==> config.mk <==
export PLATFORM = sky130hd
export DESIGN_NAME = exponent_accel_core
export DESIGN_NICKNAME = d
export VERILOG_FILES = /design/src/rtl/exponent_accel_core.sv
export SDC_FILE = /design/constraint.sdc
export NUM_CORES = 2
export LEC_CHECK = 0
export CAP_MARGIN = 40
export CORE_ASPECT_RATIO = 1.2
export CORE_UTILIZATION = 50
export DETAILED_ROUTE_END_ITERATION = 12
export PLACE_DENSITY = 0.68
export SKIP_LAST_GASP = 1
export SLEW_MARGIN = 25
export SYNTH_ARGS = -nofsm -noshare
export SYNTH_HDL_FRONTEND = slang
export SYNTH_SLANG_ARGS = --single-unit
==> constraint.sdc <==
create_clock -name clk -period 9 [get_ports clk]
set_input_delay 1.35 -clock clk [delete_from_list [all_inputs] [get_ports clk]]
set_output_delay 1.35 -clock clk [all_outputs]
set_load 0.05 [all_outputs]
==> src/rtl/exponent_accel_core.sv <==
// Avalon-MM integer power engine: RESULT = BASE^EXP mod 2^32 by square-and-multiply,
// one exponent bit per cycle, with a sticky flag for results wider than 32 bits.
module exponent_accel_core #(
  parameter int DATA_W = 32
) (
  input  logic              clk,
  input  logic              reset_n,
  input  logic [2:0]        address,
  input  logic              read,
  input  logic              write,
  input  logic [DATA_W-1:0] writedata,
  output logic [DATA_W-1:0] readdata,
  output logic              irq
);

  typedef enum logic [1:0] {
    IDLE = 2'd0,
    RUN  = 2'd1,
    DONE = 2'd2
  } state_t;

  state_t              state;
  logic [DATA_W-1:0]   base_reg;
  logic [DATA_W-1:0]   exp_reg;
  logic [DATA_W-1:0]   result_reg;
  logic [DATA_W-1:0]   cycles_reg;
  logic [DATA_W-1:0]   acc;
  logic [DATA_W-1:0]   b;
  logic [DATA_W-1:0]   e;
  logic                done;
  logic                overflow;
  logic                irq_en;

  logic [2*DATA_W-1:0] acc_prod;
  logic [2*DATA_W-1:0] sq_prod;
  logic                busy;
  logic                ctrl_write;
  logic                start;
  logic                e_more;
  logic [DATA_W-1:0]   status;

  // Both multiplies are evaluated every RUN cycle; the FSM picks what to keep.
  assign acc_prod   = {{DATA_W{1'b0}}, acc} * {{DATA_W{1'b0}}, b};
  assign sq_prod    = {{DATA_W{1'b0}}, b} * {{DATA_W{1'b0}}, b};
  assign busy       = (state != IDLE);
  assign ctrl_write = write && (address == 3'd2);
  assign start      = ctrl_write && writedata[0];
  assign e_more     = (e >> 1) != '0;
  assign status     = {{(DATA_W-4){1'b0}}, overflow, irq_en, done, busy};
  assign irq        = done & irq_en;

  always_ff @(posedge clk or negedge reset_n) begin
    if (!reset_n) begin
      state      <= IDLE;
      base_reg   <= '0;
      exp_reg    <= '0;
      result_reg <= '0;
      cycles_reg <= '0;
      acc        <= {{(DATA_W-1){1'b0}}, 1'b1};
      b          <= '0;
      e          <= '0;
      done       <= 1'b0;
      overflow   <= 1'b0;
      irq_en     <= 1'b0;
      readdata   <= '0;
    end else begin
      if (write && address == 3'd0) base_reg <= writedata;
      if (write && address == 3'd1) exp_reg  <= writedata;
      if (ctrl_write) begin
        irq_en <= writedata[2];
        if (writedata[1]) done <= 1'b0;
      end

      case (state)
        IDLE: begin
          if (start) begin
            acc        <= {{(DATA_W-1){1'b0}}, 1'b1};
            b          <= base_reg;
            e          <= exp_reg;
            done       <= 1'b0;
            overflow   <= 1'b0;
            cycles_reg <= '0;
            state      <= RUN;
          end
        end
        RUN: begin
          cycles_reg <= cycles_reg + 1'b1;
          if (e == '0) begin
            state <= DONE;
          end else begin
            if (e[0]) begin
              acc <= acc_prod[DATA_W-1:0];
              if (acc_prod[2*DATA_W-1:DATA_W] != '0) overflow <= 1'b1;
            end
            // A squared base that will never be used again cannot overflow the result.
            b <= sq_prod[DATA_W-1:0];
            if (sq_prod[2*DATA_W-1:DATA_W] != '0 && e_more) overflow <= 1'b1;
            e <= e >> 1;
          end
        end
        DONE: begin
          cycles_reg <= cycles_reg + 1'b1;
          result_reg <= acc;
          done       <= 1'b1;
          state      <= IDLE;
        end
        default: state <= IDLE;
      endcase

      if (read) begin
        case (address)
          3'd0:    readdata <= base_reg;
          3'd1:    readdata <= exp_reg;
          3'd2:    readdata <= status;
          3'd3:    readdata <= result_reg;
          3'd4:    readdata <= cycles_reg;
          default: readdata <= '0;
        endcase
      end
    end
  end

endmodule

; ---- Word-level counts from Yosys, hierarchy flattened
; Cells that the tools add are included.
[classes]
bitwise = 1
n_mul = 2
n_eq_ne = 12
muxes = 26
reduce_logical = 20
n_addsub = 1
[ops]
columns = op, n
row1 = two-way mux 32 bit, 8
row2 = case mux 32 bit (2 select lines), 4
row3 = case mux 32 bit (5 select lines), 1
row4 = multiplier 32 x 32 -> 64 bit, 2
row5 = nonzero test 32 bit, 3
row6 = adder 32 x 1 -> 32 bit (second input constant), 1
row7 = logical NOT 32 bit, 1
row8 = two-way mux 1 bit, 8
row9 = inequality test 2 bit (second input constant), 4
row10 = == test 3 x 2 -> 1 bit (second input constant), 2
row11 = inequality test 3 bit (second input constant), 2
row12 = nonzero test 2 bit, 3
row13 = logical AND 1 bit, 5
row14 = AND reduction 5 bit, 1
row15 = two-way mux 2 bit, 2
row16 = case mux 1 bit (2 select lines), 2
row17 = case mux 2 bit (2 select lines), 1
row18 = AND reduction 2 bit, 2
row19 = AND reduction 4 bit, 1
row20 = == test 3 x 1 -> 1 bit (second input constant), 1
row21 = == test 3 bit (second input constant), 1
row22 = logical NOT 3 bit, 1
row23 = AND reduction 3 bit, 1
row24 = == test 2 x 1 -> 1 bit (second input constant), 1
row25 = 4 further kinds, 4
[totals]
reg_bits = 261
elab_cells = 74
out_inout_bits = 33

; ---- Longest topological paths before layout
[logic_depth]
depth_word = 7
mapped_depth = 34
mapped_depth_nobuf = 31

; ---- Worst setup path before layout
; OpenSTA, ideal clock, no wires.
[synth_timing]
kind = reg-to-reg
from = reg b[2]
to = reg overflow
arrival_ns = 8.016
n_path_buf = 4
slack_ns = 0.847
setup_ns = 0.137
stages_incl_launch_ff = 32
cell_sequence = dfrtp_1 clkbuf_1 clkbuf_1 buf_1 nand2_1 fa_1 inv_1 fa_1 inv_1 fa_1 fa_1 inv_1 fa_1 inv_1 fa_1 inv_1 fa_1 inv_1 fa_1 inv_1 ha_1 buf_4 nand4_1 or3_1 a21oi_2 a31oi_1 nor3b_1 mux2_2 nor4_1 nand3_1 nor4b_2 o32ai_1
[synth_via]
elab_chain_len = 6
[synth_lines]
columns = element, line_no
row1 = "start, declared", 28  ; logic [DATA_W-1:0] b;
row2 = "start signal, assigned", 78  ; b <= base_reg;
row3 = "start signal, assigned", 96  ; b <= sq_prod[DATA_W-1:0];
row4 = multiplier 32 x 32 -> 64 bit, 44  ; assign sq_prod = {{DATA_W{1'b0}}, b} * {{DATA_W{1'b0}}, b};
row5 = nonzero test 32 bit, 97  ; if (sq_prod[2*DATA_W-1:DATA_W] != '0 && e_more) overflow <= 1'b1;
row6 = logical AND 1 bit, 97
row7 = two-way mux 1 bit, 97
row8 = two-way mux 1 bit, 88  ; if (e == '0) begin
row9 = case mux 1 bit (2 select lines), 74  ; case (state)
row10 = "end signal, assigned", 81  ; overflow <= 1'b0;
row11 = "end signal, assigned", 93  ; if (acc_prod[2*DATA_W-1:DATA_W] != '0) overflow <= 1'b1;
row12 = "end signal, assigned", 97
row13 = "end, declared", 31  ; logic overflow;
; Several ways; a longest one is shown, not always the timed one. The select of a mux whose other input is x is not followed.
; A chain may end at the register's enable or synchronous reset.

; ---- Final worst setup path
[layout_timing]
from = reg b[1]
to = reg overflow
; The elaborated chain is that of the path after synthesis.

==> flow_summary_export.csv <==
group,metric,value,unit
final_layout,final_cell_area,80700,um^2
timing,finClkSkew,0.0551,ns
floorplanning,coreArea,147000,um^2
yosys,syn_avg_cell_area,9.44,um^2
place,place_congestion,0.944,
clocking,cts_buffer_depth,3,
detailed_routing,num_vias,55200,
timing,min_period_over_period,98.8,%
yosys,synth-compound-area-share,6.10,%
setup_path,ff2ff_setup_slack,0.11,ns
floorplanning,io_pins,72,
timing,finalHoldViolations,0,
global_route,track_usage,28.9,%
yosys,synthMuxAreaShare,2.85,%
timing,relSlewSlack,46.0,%
final_layout,seqCellArea,6610,um^2
hold_path,hp-class,"reg -> reg",
global_route,grt_max_degree,77,
yosys,synth_area,74500,um^2
setup_path,arrival,9.35,ns
yosys,ys_ff_latch,261,
yosys,synth_nets,10200,
detailed_routing,ant_nets,0,
setup_path,worstPathRequired,9.46,ns
hold_path,hold_path_depth,1,
setup_path,worstSetupEndpointType,"flip-flop",
timing,slew_violations,0,
job,max-cap-violations,0,
detailed_routing,drt_first_pass_iters,8,
detailed_routing,wl_per_cell,21.6,um
hold_path,whs_endpoint,"readdata[25]",
yosys,synth_xor_area_share,1.83,%
clocking,clock-root-buffer,"clkbuf_16",
detailed_routing,drtIter0Drc,3696,
detailed_routing,avgViaCountPerCell,5.58,
yosys,yosys.area_share.simple,15.0,%
clocking,clk_latency,0.63,ns
yosys,yosys_warnings,0,
final_layout,nFillCells,13200,
global_route,grt_pass1_wl,338,mm
setup_path,crit_path_start_kind,"flip-flop",
final_layout,layout-drive-gt1-share,8.37,%
floorplanning,die_area,151000,um^2
clocking,clock-sinks,261,
clocking,cts_tree,"done",
yosys,synth_edf_count,0,
global_route,grt-ovfl-total,0,
final_layout,area_growth,8.31,%
yosys,synth.distinct_cells,92,
yosys,ys.flop_type,"dfrtp_1",
setup_path,path_max_fanout,20,
floorplanning,die_h,425,um
yosys,synth-adder-area-share,54.7,%
global_route,grt_pass1_vias,60500,
place,portBuffers,71,
floorplanning,initial_utilization,50.6,%
timing,finalSetupViolations,0,
place,dp_hpwl,175,mm
run_status,status,"complete, no violations",
detailed_routing,drc_errors,0,
global_route,antenna_found_initial,10,
final_layout,multi_input_area,60300,um^2
clocking,clkTransAtPathRegs,0.07,ns
clocking,h-tree-depth,1,
hold_path,holdCritStartpoint,"readdata[25]",
floorplanning,die_w,354,um
yosys,synth_top_family_by_area,"adder cells",
setup_path,rr_worst_depth,26,
detailed_routing,wirelength,213,mm
final_layout,nets,10200,
place,postPlaceCellArea,79200,um^2
timing,fmax,112,MHz
yosys,async_flop_share,100,%
timing,worst_pin_slew,0.807,ns
setup_path,timing.rr.end,"overflow",
yosys,syn-instance-count,7898,
yosys,ys_seq_area_share,8.76,%
setup_path,r2r_start,"b[1]",
clocking,numCtsBuffers,29,
setup_path,crit_type,"reg -> reg",
timing,finalCriticalPeriod,8.89,ns
floorplanning,rows,154,
-- synthesized netlist by cell type (30+ instances only) --
library cell	count	share of area, %
dfrtp_1	260	8.7
xnor2_1	78	0.92
a21oi_1	230	1.5
ha_1	557	9.4
nand4_1	44	0.37
xor2_1	78	0.92
inv_1	1658	8.3
nand2_1	846	4.3
clkbuf_1	407	2.0
fa_1	1689	45
o21ai_0	134	0.90
a21o_1	43	0.43
a31oi_1	55	0.46
a22oi_1	37	0.37
nor3_1	30	0.20
mux2i_1	60	0.81
mux2_2	127	1.9
nor2_1	243	1.2
nand3_1	47	0.32
and2_1	882	7.4
-- how the worst max path moves through the flow --
stage	startpoint	end	slack (ns)	cells past startpoint
2_1_floorplan	b[2]	overflow	0.85	31
3_3_place_gp	b[8]	overflow	-0.17	32
3_5_place_dp	b[8]	overflow	-0.23	26
4_1_cts	b[4]	overflow	0.02	29
5_1_grt	b[4]	overflow	-0.05	28
6_report	b[1]	overflow	0.11	26
-- critical path: stages (launching register included) --
cell and delay (ns):
dfrtp_2 0.82, buf_4 0.27, nand2_1 0.10, xor2_1 0.17, ha_1 0.20, a31oi_1 0.28, fa_1 0.50, fa_1 0.51
fa_1 0.42, fa_1 0.51, fa_1 0.44, fa_1 0.41, fa_1 0.54, inv_1 0.05, ha_1 0.30, buf_4 0.18
nand4_1 0.19, or3_2 0.56, o21ai_4 0.27, nand3_1 0.11, and3_2 0.27, o41ai_2 0.32, xnor2_1 0.21, o2111a_1 0.22
o2111ai_1 0.16, nor4b_4 0.50, o32ai_1 0.16
-- layer usage --
layer  vias up  share of wire (%)  track usage (%)
met3       537                6.3             3.55
met1     28700                 39             36.9
met4        14                5.2             11.9
met2      2019                 50             49.6
met5         -              0.042            0.476
li1      23900                  -                -
-- through the flow --
| step | worst slack (ns) | hold WS [ns] | utilization [%] | std cells | setup TNS (ns) |
|---|---|---|---|---|---|
| floorplan | 0.847 | 0.458 | - | 7898 | 0 |
| CTS | 0.0160 | 0.497 | 54.4 | 9862 | 0 |
| global route | -0.0525 | 0.505 | 54.8 | 9881 | -0.0525 |
| finish | 0.110 | 0.495 | 54.8 | 9883 | 0 |
| global placement | -0.171 | 0.468 | 53.6 | 9801 | -0.171 |
| detailed placement | -0.229 | 0.470 | 53.7 | 9807 | -0.229 |
-- logic make-up after synthesis --
family,Yosys count
simple gates,2224
xor+xnor,156
flops,261
buf+inv,2103
compound gates,717
fa+ha+maj,2246
mux,191
-- cell type report --
| cell class | count | area share (%) |
|---|---|---|
| Tap cell | 1950 | 3.02 |
| Inverter | 1659 | 7.72 |
| Multi-Input combinational cell | 5534 | 74.7 |
| Sequential cell | 261 | 8.19 |
| Clock buffer | 39 | 1.01 |
| Antenna cell | 2 | 0.00620 |
| Clock inverter | 15 | 0.256 |
| Timing Repair Buffer | 423 | 5.10 |
-- repair_timing --
action / 4_1_cts / 5_1_grt
hold buffers: 0 / 0
resized for setup: 10 / 77
buffers inserted: 1 / 16
endpoints found under the hold margin: 0 / 0
pin swaps: 1 / 12
cloned: 0 / 2
endpoints found under the setup margin: 1 / 1
-- cells in the final DEF (no fill, tap or decap), drive strengths merged, types with 127 or more instances in the layout --
master / n
buf: 351
o21ai: 140
a21oi: 234
dfrtp: 260
mux2: 127
nand2: 848
fa: 1689
nor2: 243
inv: 1660
and2: 882
ha: 557
Power is left out: the tool's default activity adds up to more than one toggle a clock period on the data nets, which glitch-free logic cannot reach.
